===== config.mk =====
export PLATFORM = sky130hd
export DESIGN_NAME = lzd_denormalize
export DESIGN_NICKNAME = d
export VERILOG_FILES = /design/src/rtl/lzd_pkg.sv /design/src/rtl/lzd_denorm_stage.sv /design/src/rtl/lzd_denormalize.sv
export SDC_FILE = /design/constraint.sdc
export NUM_CORES = 1
export LEC_CHECK = 0
export ABC_AREA = 0
export BUFFER_PORTS_ARGS = -buffer_cell sky130_fd_sc_hd__buf_2
export CAP_MARGIN = 30
export CORE_ASPECT_RATIO = 1.5
export CORE_MARGIN = 10
export CORE_UTILIZATION = 45
export DETAILED_ROUTE_END_ITERATION = 12
export PLACE_DENSITY = 0.72
export SYNTH_ARGS = -nofsm -noshare
export SYNTH_HDL_FRONTEND = slang
export SYNTH_HIERARCHICAL = 1
export SYNTH_SLANG_ARGS = --single-unit

===== constraint.sdc =====
create_clock -name clk_i -period 1.83 [get_ports clk_i]
set_input_delay 0.549 -clock clk_i [delete_from_list [all_inputs] [get_ports clk_i]]
set_output_delay 0.549 -clock clk_i [all_outputs]
set_load 0.01 [all_outputs]

===== src/rtl/lzd_pkg.sv =====
// Shared definitions for the leading-zero normalize / denormalize pair.
// Both ends derive the count width from the same function, so a count
// produced by the detector always fits the denormalizer's count port.
//
// Contents:
//   cnt_width(width) : bits needed to encode a count of 0..width
//   LZD_WIDTH_DEFAULT : default datapath width
//
// The per-stage record {valid, data, cnt, ovf, err} depends on the datapath
// width, so each module declares its own packed struct with that field order.
package lzd_pkg;

  localparam int LZD_WIDTH_DEFAULT = 8;

  function automatic int cnt_width(input int width);
    return $clog2(width + 1);
  endfunction

endpackage


===== src/rtl/lzd_denorm_stage.sv =====
// One pipeline stage of the logarithmic right shifter.
// When enabled, it registers the incoming record and shifts the data right
// by 2**shift if count bit `shift` is set. When disabled, it holds.
//
// Ports:
//   clk_i, rst_i : clock, synchronous active-high reset (clears all fields)
//   en_i         : global pipeline enable (low while the output is stalled)
//   valid_i/data_i/cnt_i/ovf_i/err_i : record from the previous stage
//   valid_o/data_o/cnt_o/ovf_o/err_o : registered record for the next stage
module lzd_denorm_stage #(
  parameter int width = 8,
  parameter int cw    = 4,
  parameter int shift = 0
) (
  input  logic             clk_i,
  input  logic             rst_i,
  input  logic             en_i,
  input  logic             valid_i,
  input  logic [width-1:0] data_i,
  input  logic [cw-1:0]    cnt_i,
  input  logic             ovf_i,
  input  logic             err_i,
  output logic             valid_o,
  output logic [width-1:0] data_o,
  output logic [cw-1:0]    cnt_o,
  output logic             ovf_o,
  output logic             err_o
);

  localparam int shamt = 1 << shift;

  logic             valid_d, valid_q;
  logic [width-1:0] data_d,  data_q;
  logic [cw-1:0]    cnt_d,   cnt_q;
  logic             ovf_d,   ovf_q;
  logic             err_d,   err_q;

  always_comb begin
    valid_d = valid_q;
    data_d  = data_q;
    cnt_d   = cnt_q;
    ovf_d   = ovf_q;
    err_d   = err_q;
    if (en_i) begin
      valid_d = valid_i;
      // Logical shift: vacated MSBs fill with zero.
      data_d  = cnt_i[shift] ? (data_i >> shamt) : data_i;
      cnt_d   = cnt_i;
      ovf_d   = ovf_i;
      err_d   = err_i;
    end
  end

  always_ff @(posedge clk_i) begin
    if (rst_i) begin
      valid_q <= 1'b0;
      data_q  <= '0;
      cnt_q   <= '0;
      ovf_q   <= 1'b0;
      err_q   <= 1'b0;
    end else begin
      valid_q <= valid_d;
      data_q  <= data_d;
      cnt_q   <= cnt_d;
      ovf_q   <= ovf_d;
      err_q   <= err_d;
    end
  end

  assign valid_o = valid_q;
  assign data_o  = data_q;
  assign cnt_o   = cnt_q;
  assign ovf_o   = ovf_q;
  assign err_o   = err_q;

endmodule


===== src/rtl/lzd_denormalize.sv =====
// Denormalizer: reconstructs Res = D >> Cnt from a normalized word and its
// leading-zero count, and regenerates the one-hot leading-'1' vector of Res.
// Built as cw registered shift stages (stage s shifts by 2**s), so the
// latency is exactly cw cycles.
//
// Ports:
//   clk_i, rst_i             : clock, synchronous active-high reset
//   in_valid_i, in_ready_o   : input handshake
//   D_i, Cnt_i               : normalized operand and its leading-zero count
//   out_valid_o, out_ready_i : output handshake
//   Res_o                    : denormalized operand
//   Z_o                      : one-hot leading '1' of Res_o (zero if Res_o==0)
//   Ovf_o                    : the beat carried Cnt_i > width
//   Err_o                    : the beat had Cnt_i < width with D_i MSB clear
//
// Handshake: a beat enters when in_valid_i & in_ready_o and leaves when
// out_valid_o & out_ready_i. stall = out_valid_o & ~out_ready_i freezes every
// stage. in_ready_o = ~stall, so a beat is taken in the same cycle a stalled
// output drains. Bubbles move with the pipeline and are not squeezed out.
module lzd_denormalize
  import lzd_pkg::*;
#(
  parameter  int width = LZD_WIDTH_DEFAULT,
  localparam int cw    = cnt_width(width)
) (
  input  logic             clk_i,
  input  logic             rst_i,
  input  logic             in_valid_i,
  output logic             in_ready_o,
  input  logic [width-1:0] D_i,
  input  logic [cw-1:0]    Cnt_i,
  output logic             out_valid_o,
  input  logic             out_ready_i,
  output logic [width-1:0] Res_o,
  output logic [width-1:0] Z_o,
  output logic             Ovf_o,
  output logic             Err_o
);

  typedef struct packed {
    logic             valid;
    logic [width-1:0] data;
    logic [cw-1:0]    cnt;
    logic             ovf;
    logic             err;
  } stage_t;

  stage_t head;          // conditioned input record feeding stage 0
  stage_t pipe [cw];     // registered stage outputs
  logic   stall;
  logic   en;

  // Out-of-range counts force the data to zero up front, so the remaining
  // shift stages need no special case. Err is only reported, never acted on.
  always_comb begin
    head.valid = in_valid_i;
    head.cnt   = Cnt_i;
    head.ovf   = (Cnt_i > cw'(width));
    head.err   = (Cnt_i < cw'(width)) && !D_i[width-1];
    head.data  = head.ovf ? '0 : D_i;
  end

  for (genvar s = 0; s < cw; s++) begin : g_stage
    stage_t src;
    if (s == 0) begin : g_first
      assign src = head;
    end else begin : g_rest
      assign src = pipe[s-1];
    end

    lzd_denorm_stage #(
      .width (width),
      .cw    (cw),
      .shift (s)
    ) u_stage (
      .clk_i   (clk_i),
      .rst_i   (rst_i),
      .en_i    (en),
      .valid_i (src.valid),
      .data_i  (src.data),
      .cnt_i   (src.cnt),
      .ovf_i   (src.ovf),
      .err_i   (src.err),
      .valid_o (pipe[s].valid),
      .data_o  (pipe[s].data),
      .cnt_o   (pipe[s].cnt),
      .ovf_o   (pipe[s].ovf),
      .err_o   (pipe[s].err)
    );
  end

  assign stall      = pipe[cw-1].valid && !out_ready_i;
  assign en         = !stall;
  assign in_ready_o = !stall;

  assign out_valid_o = pipe[cw-1].valid;
  assign Res_o       = pipe[cw-1].data;
  assign Ovf_o       = pipe[cw-1].valid && pipe[cw-1].ovf;
  assign Err_o       = pipe[cw-1].valid && pipe[cw-1].err;

  // Leading-one detector on Res_o: scanning upward, the highest set bit wins.
  // Derived from Res_o itself so it also holds for Err beats, whose MSB was 0.
  always_comb begin
    Z_o = '0;
    for (int i = 0; i < width; i++) begin
      if (Res_o[i]) begin
        Z_o    = '0;
        Z_o[i] = 1'b1;
      end
    end
  end

endmodule


Word-level counts from Yosys, hierarchy flattened
Index checks and enable logic that the tools add are counted.

Add/sub/neg operators: 0. Multipliers: 0. Div/mod/pow operators: 0. Order comparisons: 2. Equality and inequality tests: 0. Shift operators: 0. Muxes and demuxes: 13. Bitwise operators: 0. Reductions and logical operators: 7.

Operators with widths (count): 2-to-1 mux 8 bit (12); greater-than comparator 4 bit, second input constant (1); logical AND 1 bit (4); less-than comparator 4 bit, second input constant (1); logical NOT 1 bit (3); 2-to-1 mux 1 bit (1).

Register bits after elaboration: 56. Bits in latches: 0. Bits in writable memories: 0. Memory bits (read-only): 0. Input port bits: 16. Word-level logic and storage cells: 41. Memories: 0.

Longest topological paths before layout
Gate-level depths: netlist of the first run.

Depth after elaboration: 8. Gate-level depth with buffers: 4. Gate-level depth less buffers: 4.

Cells and area by module
Netlist of the first run, hierarchy kept.

By module, submodules not included: lzd_denorm_stage at g_stage[0].u_stage (times used 1, cells each 57, area an instance 599.3 um^2, sequential area each 300.3 um^2); lzd_denorm_stage at g_stage[1].u_stage (times used 1, cells each 57, area an instance 596.8 um^2, sequential area each 300.3 um^2); lzd_denorm_stage at g_stage[2].u_stage (times used 1, cells each 57, area an instance 588.1 um^2, sequential area each 300.3 um^2); lzd_denorm_stage at g_stage[3].u_stage (times used 1, cells each 56, area an instance 581.8 um^2, sequential area each 300.3 um^2); lzd_denormalize (times used 1, cells each 24, area an instance 177.7 um^2, sequential area each 0.0 um^2).

Worst setup path after synthesis of the first run
Ideal clock, no wire load.

Path type: in2reg. Start point: input port out_ready_i. End point: register g_stage[0].u_stage.cnt_q[1]. Library setup time: 0.117 ns. Arrival time: 1.533 ns. Required time: 1.713 ns. Slack: 0.180 ns. Stages: 4. Cells stage by stage: nand2b_1 > buf_4 > mux2i_1 > nor2_1.

Longest elaborated chain between the ends: 2.

Ends and longest elaborated chain: start, declared (RTL line lzd_denormalize.sv:33) `input logic out_ready_i,`; logical NOT 1 bit (RTL line lzd_denormalize.sv:92) `assign stall = pipe[cw-1].valid && !out_ready_i;`; logical AND 1 bit (RTL line lzd_denormalize.sv:92); end signal, assigned (RTL line lzd_denorm_stage.sv:64) `cnt_q <= cnt_d;`; end, declared (RTL line lzd_denorm_stage.sv:34) `logic [cw-1:0] cnt_d, cnt_q;`.

No other way between the ends. A chain may end at the register's enable or synchronous reset.

Worst setup path in the final report of the first run
Start point: register g_stage[3].u_stage.data_q[7]. End point: output port Z_o[0].

Longest elaborated chain between the ends: 1.

Ends and longest elaborated chain: start, declared (RTL line lzd_denorm_stage.sv:33) `logic [width-1:0] data_d, data_q;`; start signal, assigned (RTL line lzd_denorm_stage.sv:63) `data_q <= data_d;`; 2-to-1 mux 8 bit (RTL line lzd_denormalize.sv:106) `if (Res_o[i]) begin`; end, declared (RTL line lzd_denormalize.sv:35) `output logic [width-1:0] Z_o,`.

No other way between the ends.

==> impl_metrics.csv, run 1 <==
group,metric,value,unit
status,status,"complete, but fails checks",
status,violations,"setup timing",
floorplanning,start_util,0.459,
synth,synth_cells,221,
finish,finalNetCount,269,
finish,nFillCells,490,
setup_path,cp_num_buf_inv,1,
synth,syn_area,2210,µm²
grt,grt_pass1_wl,6770,µm
place,port_buffers,35,
setup_path,worstPathCellList,"nor4_4, and4b_1, buf_2",
sta,relSlewSlack,0.725,
grt,overflow,0,
floorplanning,ios,36,
clocking,clk_pin_slew,0.09,ns
clocking,clock_latency,0.30,ns
sta,max_freq,540,MHz
drt,vias_per_cell,4.77,
power,power_frac_clock,0.361,
clocking,cts_buffers,5,
sta,finalCritPeriodShare,1.01,
power,intPower,1.61,mW
sta,timing.final.max_slew_violations,0,
power,p_comb_frac,0.075,
clocking,tritoncts,"done",
sta,fin_tns_setup,-0.0360,ns
setup_path,crit_fanout,7,
grt,grt_pass1_vias,1494,
min_path,holdPathEnd,"g_stage[2].u_stage/data_o[7]",
sta,tightest_slew,0.412,ns
synth,syn_nets,237,
setup_path,slowest_stage,"dfxtp_4",
sta,fin_crit,1.85,ns
power,ir_drop,525,µV
power,powerDensity,810,nW/µm²
setup_path,r2r-end,"g_stage[1].u_stage/cnt_o[2]",
setup_path,cp-end-kind,"output pin",
grt,grt_max_degree,83,
power,seq_power_share,0.564,
drt,wire_per_inst,11.8,µm
min_path,min_path_cells,2,
clocking,hold_buffers,0,
place,globalplace.congestion,0.696,
setup_path,start_kind,"flip-flop",
floorplanning,die_area,8160,µm²
setup_path,crit_type,"flip-flop to output pin",
drt,route.detailed.drc,0,
finish,final-instance-count-excl-fill,320,
sta,hold_violations,0,
setup_path,regToRegSetupSlack,0.63,ns
place,post_dp_cell_area,2390,µm²
clocking,clock_path_buffers,2,
finish,syn_to_final_growth,14.7,%
finish,antennaDiodeCount,0,
power,finalPower,2.05,mW
setup_path,crit_arrival,1.30,ns
drt,drtIter0Drc,52,
drt,drt_wl_total,3790,µm
floorplanning,dieWidth,77.2,µm
clocking,root_buffer,"clkbuf_8",
power,p_leak,1.15,nW
synth,yosysWarnings,6,
clocking,clock_sinks,50,
sta,finalWorstSetupSlack,-0.0228,ns
min_path,min-delay-start,"g_stage[2].u_stage/data_o[7]",
power,netSwitchingFraction,0.215,
job,max-cap-violations,0,
min_path,hp-class,"flip-flop to flip-flop",
sta,rsz0062_at_grt,"yes",
floorplanning,rows,31,
setup_path,slowest_delay,0.38,ns
place,numPlacedInstances,311,
floorplanning,die_h,106,µm
grt,grtUsageTotal,0.0975,
drt,dr_total_vias,1527,
sta,setup_viol,2,
setup_path,path_delay_family,"simple AND/OR/NAND/NOR gates",
finish,layout-drive-gt1-share,0.232,
clocking,ctsHtreeMaxLevel,2,
sta,fin_skew,0.00589,ns
setup_path,rr_startpoint,"g_stage[3].u_stage/valid_o",
setup_path,reg2regPathDepth,4,
place,place_hpwl,2700,µm
synth,syn_area_per_cell,9.98,µm²
floorplanning,coreArea,4810,µm²
power,p_switching,441,µW
drt,drtPass1Iterations,4,
grt,antenna_found_initial,0,
setup_path,required,1.28,ns
drt,antenna_left,0,
finish,finalInstanceArea,2530,µm²
-- power by group through the flow --
stage / Combinational [mW] / Clock, mW / Sequential (mW)
2_1_floorplan: 0.113 / 0 / 1.17
3_3_place_gp: 0.150 / 0 / 1.18
3_5_place_dp: 0.154 / 0 / 1.18
4_1_cts: 0.156 / 0.765 / 1.16
5_1_grt: 0.175 / 0.811 / 1.16
6_report: 0.154 / 0.741 / 1.16
-- repair_timing --
action / 4_1_cts / 5_1_grt
gates resized for setup: 5 / 1
pin swaps: 4 / 0
cloned: 0 / 0
endpoints found under the setup margin: 4 / 5
buffers inserted: 1 / 0
-- worst min-delay path: cells and delay by family (launching register included) --
kind             cells  cell delay [ns]
AO/OA/AOI/OAI        1             0.05
flip-flops           1             0.32
AND/OR/NAND/NOR      1             0.06
-- state kept, by name, summed over array words and instances (netlist names) --
register                 flops
g_stage.u_stage/ovf_o        4
g_stage.u_stage/err_o        4
g_stage.u_stage/valid_o      4
g_stage.u_stage/cnt_o        6
g_stage.u_stage/data_o      32
-- cell usage in the layout (no fill, tap or decap), drive strengths merged, types with 2 or more instances in the layout --
| master | n |
|---|---|
| a21oi | 15 |
| clkbuf | 5 |
| nand2b | 16 |
| buf | 41 |
| clkinv | 2 |
| nor2 | 37 |
| mux2i | 35 |
| and2 | 11 |
| a211oi | 17 |
| nand3b | 15 |
| dfxtp | 50 |
-- through the flow --
stage	util	hold WS (ns)	setup WS (ns)
6_report	0.526	0.472	-0.0228
3_5_place_dp	0.497	0.459	0.217
3_3_place_gp	0.497	0.454	0.226
5_1_grt	0.526	0.504	-0.113
4_1_cts	0.526	0.473	-0.0382
2_1_floorplan	-	0.440	0.180
-- layout make-up --
type / count / area [µm²] / share of cell area
Clock inverter: 3 / 40.0 / 0.0158
Clock buffer: 5 / 68.8 / 0.0272
Multi-Input combinational cell: 154 / 1080 / 0.425
Inverter: 1 / 3.75 / 0.00148
Timing Repair Buffer: 41 / 251 / 0.0994
Sequential cell: 50 / 1010 / 0.398
Tap cell: 66 / 82.6 / 0.0326
-- per-layer routing --
layer	routed length, µm	vias up	global-route usage
met5	0	-	0
met1	1850	659	0.117
li1	-	827	-
met4	47	0	0.0432
met2	1650	37	0.149
met3	240	4	0.0408
-- worst max path at each step --
stage,end,start,depth (start not counted),slack (ns)
floorplan,g_stage[0].u_stage/cnt_o[1],out_ready_i,4,0.18
global placement,Z_o[0],g_stage[3].u_stage/data_o[6],3,0.23
detailed placement,g_stage[0].u_stage/data_o[3],Cnt_i[0],5,0.22
CTS,Z_o[0],g_stage[3].u_stage/data_o[4],3,-0.04
global route,Z_o[0],g_stage[3].u_stage/data_o[7],3,-0.11
finish,Z_o[0],g_stage[3].u_stage/data_o[7],3,-0.02
(Power assumes the default switching activity.)
==> run 2, diff against run 1 <==
- clock period: 1.83 -> 1.8 ns (I/O delays scaled with it)
==> impl_metrics.csv, run 2 (synthesis gave the netlist of run 1 again) <==
group,metric,value,unit
setup_path,crit_fanout,4,
finish,multi_input_area,1090,µm²
power,netSwitchingFraction,0.207,
clocking,root_buffer,"clkbuf_8",
drt,wire_per_inst,11.7,µm
finish,nFillCells,465,
floorplanning,die_h,106,µm
finish,largest_register_ff_count,32,
sta,max_freq,546,MHz
clocking,clk_pin_slew,0.08,ns
setup_path,reg2regPathDepth,4,
finish,final-seq-area,1010,µm²
floorplanning,ios,36,
drt,dr_total_vias,1535,
grt,grt_pass1_vias,1540,
drt,antenna_left,0,
power,seq_power_share,0.558,
clocking,clock_path_buffers,2,
place,port_buffers,35,
sta,finalCritPeriodShare,1.02,
drt,vias_per_cell,4.83,
sta,fin_crit,1.83,ns
clocking,hold_buffers,0,
floorplanning,die_area,8160,µm²
drt,route.detailed.drc,0,
power,power_frac_clock,0.369,
floorplanning,start_util,0.459,
status,violations,"setup timing",
finish,syn_to_final_growth,15.5,%
clocking,clock_sinks,50,
finish,antennaDiodeCount,0,
clocking,cts_buffers,5,
grt,overflow,0,
sta,hold_violations,0,
drt,drtPass1Iterations,4,
grt,grt_pass1_wl,6740,µm
sta,fin_skew,0.00713,ns
job,max-cap-violations,0,
sta,finalWorstSetupSlack,-0.0326,ns
finish,layout_commonest_cell,"dfxtp_1",
grt,grt_max_degree,83,
power,p_switching,435,µW
min_path,holdPathEnd,"g_stage[2].u_stage/data_o[7]",
clocking,tritoncts,"done",
floorplanning,rows,31,
power,p_comb_frac,0.073,
drt,drtIter0Drc,87,
setup_path,cp-end-kind,"output pin",
finish,fin_util,0.530,
place,post_dp_cell_area,2380,µm²
floorplanning,coreArea,4810,µm²
setup_path,required,1.26,ns
power,intPower,1.67,mW
min_path,min-delay-start,"g_stage[2].u_stage/data_o[7]",
sta,timing.final.max_slew_violations,0,
sta,tightest_slew,0.421,ns
sta,relSlewSlack,0.719,
finish,finalInstanceArea,2550,µm²
setup_path,crit_type,"flip-flop to output pin",
drt,drt_wl_total,3710,µm
grt,grtUsageTotal,0.0972,
setup_path,crit_arrival,1.29,ns
setup_path,cp-startpoint,"g_stage[3].u_stage/data_o[4]",
power,p_leak,1.15,nW
setup_path,start_kind,"flip-flop",
setup_path,regToRegSetupSlack,0.62,ns
power,powerDensity,826,nW/µm²
grt,antenna_found_initial,0,
min_path,min_path_cells,2,
finish,finalNetCount,268,
power,ir_drop,446,µV
sta,rsz0062_at_grt,"yes",
clocking,clock_latency,0.29,ns
place,globalplace.congestion,0.684,
setup_path,r2r-end,"g_stage[1].u_stage/data_o[2]",
status,status,"complete, but fails checks",
finish,final_cell_mix,"dfxtp_1 (46), nor2_1 (37), mux2i_1 (35)",
setup_path,rr_startpoint,"g_stage[3].u_stage/valid_o",
place,place_hpwl,2500,µm
sta,setup_viol,2,
finish,layout-drive-gt1-share,0.238,
min_path,hp-class,"flip-flop to flip-flop",
clocking,ctsHtreeMaxLevel,2,
floorplanning,dieWidth,77.2,µm
-- run 2: changes by cell type in the layout (fill, tap and decap cells not counted), moves of 2 or more --
cell,change
dfxtp_2,+2
dfxtp_1,-2
clkinv_2,-2
buf_4,-2
-- run 2: what timing repair did --
action,in CTS,in global routing
pin swaps,4,0
setup endpoints to repair,4,5
resized for setup,7,4
buffers inserted,2,0
-- run 2: worst max-delay path by stage --
stage               slack (ns)  cells after the start                            to
floorplan                 0.16                      4   g_stage[0].u_stage/cnt_o[1]
global placement          0.20                      3                        Z_o[0]
detailed placement        0.20                      5  g_stage[0].u_stage/data_o[1]
CTS                      -0.05                      3                        Z_o[0]
global route             -0.13                      3                        Z_o[0]
finish                   -0.03                      3                        Z_o[0]
-- run 2: per-layer routing --
layer | part of all wire | track usage | up-vias
met2 | 0.43 | 0.153 | 38
met1 | 0.49 | 0.111 | 665
li1 | - | - | 827
met5 | 0 | 0 | -
met3 | 0.061 | 0.0417 | 5
met4 | 0.017 | 0.0432 | 0
-- run 2: through the flow --
stage | std cells | setup TNS, ns | total power [mW] | setup slack, ns | hold WS, ns
after global routing | 318 | -0.449 | 2.20 | -0.129 | 0.505
final | 318 | -0.0631 | 2.11 | -0.0326 | 0.474
after floorplan | 221 | 0 | 1.31 | 0.159 | 0.440
after CTS | 318 | -0.0887 | 2.13 | -0.0507 | 0.474
after detailed placement | 309 | 0 | 1.36 | 0.198 | 0.461
after global placement | 309 | 0 | 1.35 | 0.205 | 0.456
-- run 2: power groups by stage --
stage / Sequential, mW / Combinational (mW) / Clock, mW
after global routing: 1.18 / 0.174 / 0.844
after floorplan: 1.19 / 0.115 / 0
after CTS: 1.18 / 0.155 / 0.802
final: 1.18 / 0.153 / 0.777
after detailed placement: 1.20 / 0.152 / 0
after global placement: 1.20 / 0.149 / 0
-- run 2: worst max-delay path, stage by stage, from the launching register on --
cell and delay [ns]:
dfxtp_4 0.36, nor4_4 0.30, and4b_1 0.21, buf_2 0.13
-- run 2: final cells by class --
cell class                      instances  area share
Multi-Input combinational cell        154       0.428
Sequential cell                        50       0.397
Timing Repair Buffer                   40      0.0972
Clock buffer                            6      0.0324
Tap cell                               66      0.0324
Clock inverter                          1      0.0118
Inverter                                1     0.00147
==> run 3, diff against run 2 <==
- SKIP_LAST_GASP: default -> 1
==> impl_metrics.csv, run 3 (synthesis gave the netlist of run 1 again) <==
group,metric,value,unit
sta,rsz0062_at_grt,"yes",
drt,drtIter0Drc,94,
finish,layout-drive-gt1-share,0.238,
floorplanning,coreArea,4810,µm²
setup_path,crit_arrival,1.29,ns
setup_path,slowest_delay,0.36,ns
floorplanning,die_h,106,µm
grt,grt_pass1_vias,1540,
sta,max_freq,547,MHz
finish,final-seq-area,1010,µm²
finish,layout_commonest_cell,"dfxtp_1",
finish,finalInstanceArea,2540,µm²
sta,hold_violations,0,
finish,multi_input_area,1080,µm²
setup_path,slowest_stage,"dfxtp_4",
clocking,root_buffer,"clkbuf_8",
finish,syn_to_final_growth,15.0,%
setup_path,crit_type,"flip-flop to output pin",
finish,fin_util,0.527,
drt,antenna_left,0,
floorplanning,start_util,0.459,
sta,setup_viol,2,
setup_path,worstPathCellList,"nor4_4, and4b_1, buf_2",
setup_path,rr_startpoint,"g_stage[3].u_stage/valid_o",
place,post_dp_cell_area,2380,µm²
power,finalPower,2.11,mW
setup_path,cp-startpoint,"g_stage[3].u_stage/data_o[4]",
sta,fin_crit,1.83,ns
sta,fin_skew,0.00699,ns
drt,drtPass1Iterations,4,
status,violations,"setup timing",
min_path,hp-class,"flip-flop to flip-flop",
place,globalplace.congestion,0.684,
job,max-cap-violations,0,
floorplanning,dieWidth,77.2,µm
sta,relSlewSlack,0.717,
min_path,min_path_cells,2,
grt,antenna_found_initial,0,
finish,largest_register_ff_count,32,
setup_path,path_delay_family,"simple AND/OR/NAND/NOR gates",
clocking,ctsHtreeMaxLevel,2,
power,p_leak,1.15,nW
clocking,clock_path_buffers,2,
finish,final_cell_mix,"dfxtp_1 (46), nor2_1 (37), mux2i_1 (35)",
power,ir_drop,444,µV
setup_path,regToRegSetupSlack,0.61,ns
clocking,tritoncts,"done",
clocking,clock_sinks,50,
setup_path,start_kind,"flip-flop",
min_path,holdPathEnd,"g_stage[3].u_stage/data_o[7]",
clocking,clk_pin_slew,0.08,ns
grt,grt_pass1_wl,6740,µm
floorplanning,die_area,8160,µm²
place,port_buffers,35,
setup_path,r2r-end,"g_stage[1].u_stage/data_o[2]",
drt,route.detailed.drc,0,
grt,overflow,0,
setup_path,cp_num_buf_inv,1,
place,place_hpwl,2500,µm
setup_path,reg2regPathDepth,4,
drt,dr_total_vias,1547,
power,powerDensity,831,nW/µm²
clocking,cts_buffers,5,
grt,grt_max_degree,83,
finish,nFillCells,467,
sta,finalCritPeriodShare,1.02,
sta,finalWorstSetupSlack,-0.0298,ns
clocking,clock_latency,0.29,ns
sta,tightest_slew,0.424,ns
floorplanning,ios,36,
min_path,min-delay-start,"g_stage[2].u_stage/data_o[7]",
sta,timing.final.max_slew_violations,0,
setup_path,cp-end-kind,"output pin",
status,status,"complete, but fails checks",
finish,finalNetCount,268,
drt,wire_per_inst,11.7,µm
drt,vias_per_cell,4.86,
finish,antennaDiodeCount,0,
setup_path,crit_fanout,4,
drt,drt_wl_total,3710,µm
setup_path,required,1.26,ns
grt,grtUsageTotal,0.0972,
setup_path,crit_cells,3,
floorplanning,rows,31,
==> run 3: cell counts in the layout (fill, tap and decap cells not counted) <==
No cell type changed its count.
==> run 3: report_power, final <==
group	total, mW	internal (mW)	switching, mW
combinational	0.153	0.0820	0.0710
clock	0.779	0.444	0.335
sequential	1.18	1.14	0.0315
total	2.11	1.67	0.437
==> run 3: worst reg2reg max path: stages (launching register included) <==
cell	delay (ns)
dfxtp_1	0.35
nand2b_2	0.11
buf_12	0.31
nor2_1	0.12
a211oi_1	0.21
==> run 3: layer usage <==
layer / share of wire / vias up / GRT usage
met5: 0 / - / 0
met4: 0.017 / 0 / 0.0432
met3: 0.064 / 5 / 0.0417
met2: 0.44 / 38 / 0.153
met1: 0.48 / 678 / 0.111
li1: - / 826 / -
==> run 3: what timing repair did <==
action,in CTS,in global routing
setup buffers,2,0
resized for setup,7,2
pin swaps,4,0
hold buffers,0,0
setup endpoints to repair,4,5
==> run 3: stage by stage <==
step,instances,setup WS [ns],hold slack (ns),TNS (ns)
2_1_floorplan,221,0.159,0.440,0
3_3_place_gp,309,0.205,0.456,0
4_1_cts,318,-0.0507,0.474,-0.0887
3_5_place_dp,309,0.198,0.461,0
5_1_grt,318,-0.130,0.507,-0.486
6_report,318,-0.0298,0.475,-0.0584
==> run 3: how the worst max path moves through the flow <==
stage / slack [ns] / to
finish: -0.03 / Z_o[0]
global route: -0.13 / Z_o[0]
CTS: -0.05 / Z_o[0]
detailed placement: 0.20 / g_stage[0].u_stage/data_o[1]
global placement: 0.20 / Z_o[0]
floorplan: 0.16 / g_stage[0].u_stage/cnt_o[1]
==> run 3: cell type report <==
class | count | share of cell area
sequential | 50 | 0.399
timing repair buffer | 40 | 0.0962
multi-input combinational | 154 | 0.427
inverter | 1 | 0.00148
clock buffer | 6 | 0.0326
tap | 66 | 0.0326
clock inverter | 1 | 0.0118
